==> src/rtl/eth_header_parser.sv <==
// eth_header_parser: streaming L2 header parser (MACs, VLAN/QinQ, EtherType)
// with frame byte accounting, runt and abort detection.
module eth_header_parser #(
  parameter int DATA_W   = 128,
  parameter int VLAN_EN  = 1,
  parameter int MAX_TAGS = 2,
  localparam int NB  = DATA_W / 8,
  localparam int BCW = $clog2(NB) + 1
) (
  input  logic              CLK,
  input  logic              RST,
  input  logic              i_valid,
  input  logic [DATA_W-1:0] i_data,
  input  logic              i_sop,
  input  logic              i_eop,
  input  logic              i_ebp,
  input  logic [BCW-1:0]    i_byte_cnt,
  output logic              o_hdr_valid,
  output logic [47:0]       o_mac_destination,
  output logic [47:0]       o_mac_source,
  output logic [15:0]       o_ether_type,
  output logic [1:0]        o_vlan_cnt,
  output logic [11:0]       o_vlan_outer_vid,
  output logic [11:0]       o_vlan_inner_vid,
  output logic [4:0]        o_payload_offset,
  output logic              o_len_valid,
  output logic [15:0]       o_frame_len,
  output logic              o_frame_err,
  output logic              o_runt,
  output logic              o_abort
);

  localparam int HB = 22;

  typedef enum logic [1:0] {IDLE, HDR, BODY} state_e;

  state_e              state_q;
  logic [HB-1:0][7:0]  buf_q, buf_d;
  logic [4:0]          cap_q, cap_d;
  logic [15:0]         cnt_q, cnt_d;
  logic [16:0]         sum;
  logic                hproc, abort, complete, runt;
  logic                tag1, tag2;
  logic [1:0]          tags;
  logic [15:0]         et_d;
  logic [11:0]         ov_d, iv_d;

  logic                hdr_valid_q, len_valid_q, runt_q, abort_q;
  logic [47:0]         dst_q, src_q;
  logic [15:0]         et_q, len_q;
  logic [1:0]          vcnt_q;
  logic [11:0]         ov_q, iv_q;
  logic [4:0]          off_q;
  logic                err_q;

  // Beat decode: header byte placement, byte count and tag parse
  always_comb begin
    int base, nb, k, c;
    hproc = i_valid && (i_sop || state_q == HDR);
    abort = i_valid && i_sop && state_q != IDLE;
    base  = i_sop ? 0 : int'(cap_q);
    nb    = i_eop ? int'(i_byte_cnt) : NB;
    buf_d = i_sop ? '0 : buf_q;
    for (int i = 0; i < HB; i++) begin
      k = i - base;
      if (hproc && k >= 0 && k < nb && k < NB)
        buf_d[i] = 8'(i_data >> (DATA_W - 8 * (k + 1)));
    end
    c = base + nb;
    if (c > HB) c = HB;
    cap_d    = hproc ? 5'(c) : cap_q;
    complete = hproc && (c == HB || i_eop);

    sum   = {1'b0, (i_sop ? 16'd0 : cnt_q)} + 17'(nb);
    cnt_d = sum[16] ? 16'hFFFF : sum[15:0];

    tag1 = (VLAN_EN != 0) &&
           ({buf_d[12], buf_d[13]} == 16'h8100 ||
            {buf_d[12], buf_d[13]} == 16'h88A8);
    tag2 = tag1 && (MAX_TAGS == 2) &&
           {buf_d[16], buf_d[17]} == 16'h8100;
    tags = {1'b0, tag1} + {1'b0, tag2};
    runt = c < 14 + 4 * int'(tags);
    et_d = tag2 ? {buf_d[20], buf_d[21]} :
           tag1 ? {buf_d[16], buf_d[17]} :
                  {buf_d[12], buf_d[13]};
    ov_d = tag1 ? {buf_d[14][3:0], buf_d[15]} : 12'h000;
    iv_d = tag2 ? {buf_d[18][3:0], buf_d[19]} : 12'h000;
  end

  // Frame FSM, header capture and registered result strobes
  always_ff @(posedge CLK) begin
    if (RST) begin
      state_q     <= IDLE;
      buf_q       <= '0;
      cap_q       <= '0;
      cnt_q       <= '0;
      hdr_valid_q <= 1'b0;
      len_valid_q <= 1'b0;
      runt_q      <= 1'b0;
      abort_q     <= 1'b0;
      dst_q       <= '0;
      src_q       <= '0;
      et_q        <= '0;
      vcnt_q      <= '0;
      ov_q        <= '0;
      iv_q        <= '0;
      off_q       <= '0;
      len_q       <= '0;
      err_q       <= 1'b0;
    end else begin
      hdr_valid_q <= 1'b0;
      len_valid_q <= 1'b0;
      runt_q      <= 1'b0;
      abort_q     <= 1'b0;
      if (i_valid && (i_sop || state_q != IDLE)) begin
        buf_q <= buf_d;
        cap_q <= cap_d;
        cnt_q <= cnt_d;
        if (complete && runt)
          runt_q <= 1'b1;
        if (complete && !runt) begin
          hdr_valid_q <= 1'b1;
          dst_q  <= {buf_d[0], buf_d[1], buf_d[2],
                     buf_d[3], buf_d[4], buf_d[5]};
          src_q  <= {buf_d[6], buf_d[7], buf_d[8],
                     buf_d[9], buf_d[10], buf_d[11]};
          et_q   <= et_d;
          vcnt_q <= tags;
          ov_q   <= ov_d;
          iv_q   <= iv_d;
          off_q  <= 5'd14 + {1'b0, tags, 2'b00};
        end
        // A sop inside a frame closes the old one with its
        // truncated length; the new frame carries on this beat.
        if (abort) begin
          abort_q     <= 1'b1;
          len_valid_q <= 1'b1;
          len_q       <= cnt_q;
          err_q       <= 1'b1;
        end else if (i_eop) begin
          len_valid_q <= 1'b1;
          len_q       <= cnt_d;
          err_q       <= i_ebp | (complete & runt);
        end
        if (i_eop)
          state_q <= IDLE;
        else if (hproc && !complete)
          state_q <= HDR;
        else
          state_q <= BODY;
      end
    end
  end

  assign o_hdr_valid       = hdr_valid_q;
  assign o_mac_destination = dst_q;
  assign o_mac_source      = src_q;
  assign o_ether_type      = et_q;
  assign o_vlan_cnt        = vcnt_q;
  assign o_vlan_outer_vid  = ov_q;
  assign o_vlan_inner_vid  = iv_q;
  assign o_payload_offset  = off_q;
  assign o_len_valid       = len_valid_q;
  assign o_frame_len       = len_q;
  assign o_frame_err       = err_q;
  assign o_runt            = runt_q;
  assign o_abort           = abort_q;

endmodule

==> config.mk <==
export PLATFORM = sky130hd
export DESIGN_NAME = eth_header_parser
export DESIGN_NICKNAME = d
export VERILOG_FILES = /design/src/rtl/eth_header_parser.sv
export SDC_FILE = /design/constraint.sdc
export NUM_CORES = 1
export LEC_CHECK = 0
export CORE_MARGIN = 2
export CORE_UTILIZATION = 40
export CTS_CLUSTER_SIZE = 28
export DETAILED_ROUTE_END_ITERATION = 16
export HOLD_SLACK_MARGIN = 0.15
export RECOVER_POWER = 25
export SLEW_MARGIN = 20
export SYNTH_ARGS = -nofsm -noshare
export SYNTH_HDL_FRONTEND = slang
export SYNTH_SLANG_ARGS = --single-unit
export TNS_END_PERCENT = 20
==> constraint.sdc <==
create_clock -name CLK -period 11.5 [get_ports CLK]
set_clock_uncertainty 0.1 [all_clocks]
set_input_delay 2.3 -clock CLK [delete_from_list [all_inputs] [get_ports CLK]]
set_output_delay 2.3 -clock CLK [all_outputs]
set_load 0.005 [all_outputs]
==> impl_metrics.json, run 1 <==
{
  "outcome": "finished, violations left",
  "violations": "max-capacitance violations, max-slew violations",
  "cts_inserted_buffers": 42,
  "vdd_drop_max_v": 0.0000948,
  "clock_latency_ps": 580,
  "register_area_sq_um": 7090,
  "fmaxAchievable_ghz": 0.0968,
  "final_design_area_no_fill_sq_um": 30000,
  "drv_cap": 1,
  "holdCritPathClass": "flip-flop to flip-flop",
  "ctsLongestPathBuffers": 3,
  "antenna_violations_before_repair": 3,
  "detailroute.via_count": 25657,
  "routed_wirelength_um": 106000,
  "diodes": 0,
  "detailedRoute.firstPassIterationCount": 6,
  "syn_to_final_growth_pct": 19.9,
  "cts.sink_count": 354,
  "worst_r2r_startpoint": "cap_q[1]",
  "fillerInstances": 5800,
  "synth.yosys.seq_area_share": 0.283,
  "port_buffers": 301,
  "globalRouteOverflowTotal": 0,
  "finalSetupTns_ps": 0,
  "post-route-drc-count": 0,
  "cts-resized-gates": 0,
  "synth_simple_gate_area_frac": 0.158,
  "dr.first_iter.drc_count": 3102,
  "layout_worst_path_cycle_share": 0.898,
  "worst_slew_pin_slew_ps": 2570,
  "adder_and_majority_gate_portion_of_the_synthesized_area": 0.0468,
  "worst-path-max-fanout": 46,
  "post_cts_hold_buffer_count": 0,
  "final_max_slew_viol_count": 47,
  "cts-htree-levels": 2,
  "die_w_um": 254,
  "pleak_uw": 0.0111,
  "postRouteAntennaNets": 0,
  "viasPerCell": 6.43,
  "netlist-cell-type-count": 94,
  "r2r_end": "o_vlan_inner_vid[11]",
  "syn_area_per_cell_sq_um": 8.44,
  "final-hold-violation-count": 0,
  "final_net_count": 3348,
  "initial_core_util": 0.405,
  "post-cts-setup-buffers": 0,
  "synth_ff_type": "dfxtp_1",
  "unrepaired_setup_endpoints_after_global_routing": "false",
  "count_of_flip_flops_with_a_built_in_enable_after_synthesis": 0,
  "synth_seq_cells": 354,
  "largest_family_of_logic_cells_by_synthesized_area": "compound AO/OA/AOI/OAI gates",
  "wire_per_inst_um": 26.7,
  "yosys_top_cell_by_area": "dfxtp_1",
  "die-height_um": 254,
  "synth.yosys.warnings": 0,
  "design.core.area_sq_um": 61800,
  "dpl_cell_area_sq_um": 28600,
  "gpl_wtd_cong": 0.987,
  "cts_root_buf": "clkbuf_16",
  "worstPathRequired_ps": 11900,
  "grt_pass1_wl_um": 155000,
  "syn_area_sq_um": 25000,
  "ios": 303,
  "number_of_global_route_vias_before_repair": 23893,
  "area_enclosed_by_the_die_boundary_sq_um": 64600,
  "most_used_cells_in_the_layout_excluding_fill_and_tap_cells": "399 x nor2_1, 353 x dfxtp_1, 268 x a211oi_1, 241 x nand2_1, 171 x clkdlybuf4s50_1",
  "period_needed_ps": 10330,
  "cts.reportedPaths.clkPinSlew_ps": 60,
  "worst_r2r_path_depth": 24,
  "rrSetupSlack_ps": 2770,
  "postSynth.asyncResetShare": 0,
  "criticalPathCategory": "input pin to flip-flop",
  "crit_path_end": "o_vlan_inner_vid[11]",
  "cts_tree": "yes",
  "dp_hpwl_um": 80000,
  "postSynthCellCount": 2967,
  "grt_start_max_net_pins": 145,
  "cp-startpoint": "i_sop",
  "worstSetupStartpointType": "input pin",
  "drive_gt1_frac": 0.102,
  "worstSetupEndpointType": "flip-flop",
  "grt_util_all_layers": 0.321,
  "synth_compound_gate_area_share": 0.269,
  "synthDominantCellAreaShare": 0.283,
  "syn-num-nets": 3197,
  "yosys.area_share.xor_xnor": 0.0219,
  "max-slew-margin-rel": -0.710,
  "timing.final.setup_violations": 0,
  "power-per-cell-area_nw_per_um2": 131,
  "post_synth_main_area_contributors": "dfxtp_1 28%, mux4_2 9.7%, a211oi_1 8.1%",
  "synth.area.mux_share": 0.169,
  "worst-endpoint-arrival_ps": 10720,
  "multiInputGateArea_sq_um": 16700,
  "rows": 91,
  "mostFrequentLayoutCell": "nor2_1"
}
## metal layers
layer | track usage | share of wire | up-vias
met5 | 0 | 0.00020 | -
met2 | 0.518 | 0.46 | 1354
met1 | 0.412 | 0.40 | 12445
met4 | 0.162 | 0.058 | 4
met3 | 0.0568 | 0.087 | 287
li1 | - | - | 11567
## synth_stat cells, drive strengths merged, types with 24 or more instances
cell / count
a21oi: 144
and2: 34
nor2b: 26
ha: 88
nor2: 404
xnor2: 40
a32oi: 41
dfxtp: 354
clkbuf: 196
inv: 68
nor3: 46
o22ai: 59
a211oi: 271
nand2: 241
a31oi: 24
a22oi: 125
o21ai: 114
mux2i: 167
buf: 60
nand3: 46
mux4: 108
## final cells by class
| type | instances | area share |
|---|---|---|
| clock buffers | 57 | 0.0396 |
| well taps | 837 | 0.0349 |
| inverters | 70 | 0.00884 |
| repair buffers | 363 | 0.117 |
| multi-input cells | 2287 | 0.558 |
| clock inverters | 20 | 0.00609 |
| flip-flops and latches | 354 | 0.236 |
## power by group
| group | switching, uW | internal (uW) |
|---|---|---|
| combinational | 786 | 458 |
| clock | 572 | 755 |
| sequential | 56.1 | 1320 |
| total | 1410 | 2530 |
## state kept, by name, summed over array words and instances, names as in the netlist
signal             cells
buf_q                168
o_mac_destination     48
o_mac_source          48
cnt_q                 16
o_ether_type          16
o_frame_len           16
o_vlan_inner_vid      12
o_vlan_outer_vid      12
cap_q                  5
o_payload_offset       4
o_vlan_cnt             2
state_q                2
o_abort                1
o_frame_err            1
o_hdr_valid            1
o_len_valid            1
o_runt                 1
## worst min path at each step
| stage | start | endpoint | slack [ps] | cells after the start |
|---|---|---|---|---|
| 4_1_cts | buf_q[19] | buf_q[19] | 360 | 2 |
| 5_1_grt | buf_q[19] | buf_q[19] | 380 | 2 |
| 2_1_floorplan | buf_q[16] | buf_q[16] | 340 | 2 |
| 3_5_place_dp | buf_q[19] | buf_q[19] | 350 | 2 |
| 6_report | o_frame_len[5] | o_frame_len[5] | 360 | 2 |
| 3_3_place_gp | buf_q[19] | buf_q[19] | 340 | 2 |
## through the flow
step	setup slack [ps]	instances	power, uW	hold WS (ps)	utilization
final	1170	3988	3950	356	0.485
after global routing	816	3988	4090	383	0.485
after floorplan	2110	2967	2120	337	-
after CTS	1810	3988	3950	358	0.485
after global placement	1400	3910	2600	343	0.463
after detailed placement	1220	3911	2620	350	0.463
## worst max-delay path, cell delays in order
cell	delay, ps
buf_2	330
buf_4	280
clkbuf_1	1820
inv_1	360
nor3b_1	420
or4_4	210
and2_1	680
mux4_2	640
o31ai_1	300
and4_1	320
o21a_1	490
inv_1	180
ha_1	330
o21ai_0	80
nand2b_1	120
and4_4	490
o211ai_2	540
or3_4	630
o21ai_0	180
## cells by family after synthesis
group | after synthesis
mux | 286
compound gates | 956
simple gates | 895
xor+xnor | 57
flops | 354
other cells | 1
fa+ha+maj | 92
buf+inv | 326
(Power assumes the default switching activity.)
==> inputs of run 2 (changes only) <==
==> constraint.sdc (replaced) <==
create_clock -name CLK -period 10.2 [get_ports CLK]
set_clock_uncertainty 0.1 [all_clocks]
set_input_delay 2.04 -clock CLK [delete_from_list [all_inputs] [get_ports CLK]]
set_output_delay 2.04 -clock CLK [all_outputs]
set_load 0.005 [all_outputs]
==> impl_metrics.json, run 2 (synthesis results as in run 1) <==
{
  "outcome": "completed",
  "worst-path-max-fanout": 30,
  "final-hold-violation-count": 0,
  "diodes": 0,
  "worstSetupEndpointType": "flip-flop",
  "cts_inserted_buffers": 41,
  "finalHoldWorstSlack_ps": 349,
  "clock_latency_ps": 590,
  "cts.reportedPaths.clkPinSlew_ps": 60,
  "worstSetupStartpointType": "input pin",
  "mostFrequentLayoutCell": "nor2_1",
  "worst_slew_pin_slew_ps": 1260,
  "postRouteAntennaNets": 0,
  "worst_r2r_startpoint": "cap_q[0]",
  "post-route-drc-count": 0,
  "grt_util_all_layers": 0.323,
  "cell_chain_of_the_critical_path": "buf_2 > buf_4 > nand2b_4 > inv_1 > ha_1 > buf_4 > nor2_2 > inv_2 > nor2_2 > mux2i_1 > o31ai_1 > and2_1 > mux4_2 > o31ai_1 > and4_1 > o21a_1 > inv_1 > a21oi_1 > ha_1 > a2111o_1 > and4_4 > o211ai_2 > or3_4 > o21ai_0",
  "design.core.area_sq_um": 61800,
  "syn_to_final_growth_pct": 20.3,
  "final_max_slew_viol_count": 0,
  "fmaxAchievable_ghz": 0.110,
  "number_of_global_route_vias_before_repair": 23969,
  "post-layout-total-power_uw": 4520,
  "worst-endpoint-arrival_ps": 9520,
  "timing.final.setup_violations": 0,
  "cp-startpoint": "i_sop",
  "detailedRoute.firstPassIterationCount": 6,
  "antenna_violations_before_repair": 0,
  "ctsLongestPathBuffers": 3,
  "wire_per_inst_um": 26.8,
  "dp_hpwl_um": 80600,
  "cts-htree-levels": 2,
  "layout_worst_path_cycle_share": 0.893,
  "drv_cap": 0,
  "worstPathRequired_ps": 10610,
  "port_buffers": 301,
  "final_net_count": 3353,
  "vdd_drop_max_v": 0.0000966,
  "most_used_cells_in_the_layout_excluding_fill_and_tap_cells": "401 x nor2_1, 353 x dfxtp_1, 269 x a211oi_1, 241 x nand2_1, 170 x clkdlybuf4s50_1",
  "rows": 91,
  "timing.critical_path.slowest_cell_delay_ps": 620,
  "period_needed_ps": 9110,
  "die-height_um": 254,
  "number_of_flip_flops_in_the_largest_register": 168,
  "max-slew-margin-rel": 0.160,
  "cts_tree": "yes",
  "critical_path.slowest_cell": "or3_4",
  "cts.sink_count": 354,
  "ios": 303,
  "routed_wirelength_um": 107000,
  "pleak_uw": 0.0112,
  "hp-start": "o_frame_len[5]",
  "unrepaired_setup_endpoints_after_global_routing": "false",
  "cp_num_buf_inv": 6,
  "grt_pass1_wl_um": 157000,
  "post-cts-setup-buffers": 0,
  "dpl_cell_area_sq_um": 28700,
  "postLayoutCoreUtil": 0.487,
  "viasPerCell": 6.48,
  "cts-resized-gates": 0,
  "post_cts_hold_buffer_count": 0,
  "detailroute.via_count": 25868,
  "holdCritPathClass": "flip-flop to flip-flop",
  "grt_start_max_net_pins": 270,
  "initial_core_util": 0.405,
  "globalRouteOverflowTotal": 0,
  "area_enclosed_by_the_die_boundary_sq_um": 64600,
  "die_w_um": 254,
  "final_design_area_no_fill_sq_um": 30100,
  "dr.first_iter.drc_count": 3142,
  "critical-path-top-delay-family": "simple AND/OR/NAND/NOR gates",
  "criticalPathCategory": "input pin to flip-flop",
  "registers.top_by_ff_count": "buf_q",
  "gpl_wtd_cong": 1.01,
  "power-per-cell-area_nw_per_um2": 150,
  "cts_root_buf": "clkbuf_16",
  "finalSetupTns_ps": 0,
  "drive_gt1_frac": 0.102
}
run 2: cell types whose count changed in the layout (fill, tap and decap cells not counted), sizes merged:
cell	delta
clkdlybuf4s50	-1
bufinv	+3
clkbuf	-4
inv	-1
clkinvlp	+1
dlygate4sd3	+1
clkinv	-3
buf	+6
run 2: worst reg2reg max path: stages, from the launching register on:
cell and delay (ps):
dfxtp_1 490, buf_4 340, nand2b_4 300, inv_1 100
ha_1 200, buf_4 190, nor2_2 320, inv_2 110
nor2_2 200, mux2i_1 150, o31ai_1 590, and2_1 450
mux4_2 590, o31ai_1 270, and4_1 300, o21a_1 460
inv_1 200, a21oi_1 210, ha_1 180, a2111o_1 180
and4_4 480, o211ai_2 510, or3_4 630, o21ai_0 210
run 2: through the flow:
step           std cells  setup slack [ps]
3_5_place_dp        3916               720
5_1_grt             3990               835
6_report            3990              1090
3_3_place_gp        3916               974
2_1_floorplan       2967              1070
4_1_cts             3989              1310
run 2: area by class of cell:
type	count	area, sq um
clock inverters	20	260
well taps	837	1050
inverters	70	265
clock buffers	53	1160
fillers	5888	31700
multi-input cells	2287	16700
repair buffers	369	3570
flip-flops and latches	354	7090
run 2: per-layer routing:
metal  GRT usage  part of all wire
met5           0                 0
met4       0.182             0.065
met3      0.0503             0.085
met2       0.518              0.46
met1       0.415              0.39
run 2: path summary, 6_finish.rpt:
path / cells past startpoint / endpoint / slack (ps)
min: 2 / o_frame_len[5] / 350
min reg2reg: 2 / o_frame_len[5] / 350
max reg2reg: 23 / o_vlan_inner_vid[7] / 2390
max: 24 / o_vlan_inner_vid[7] / 1090
run 2: power breakdown:
| part | internal (uW) | switching [uW] |
|---|---|---|
| Sequential | 1490 | 63.6 |
| Clock | 912 | 645 |
| Combinational | 518 | 892 |
| Total | 2920 | 1600 |
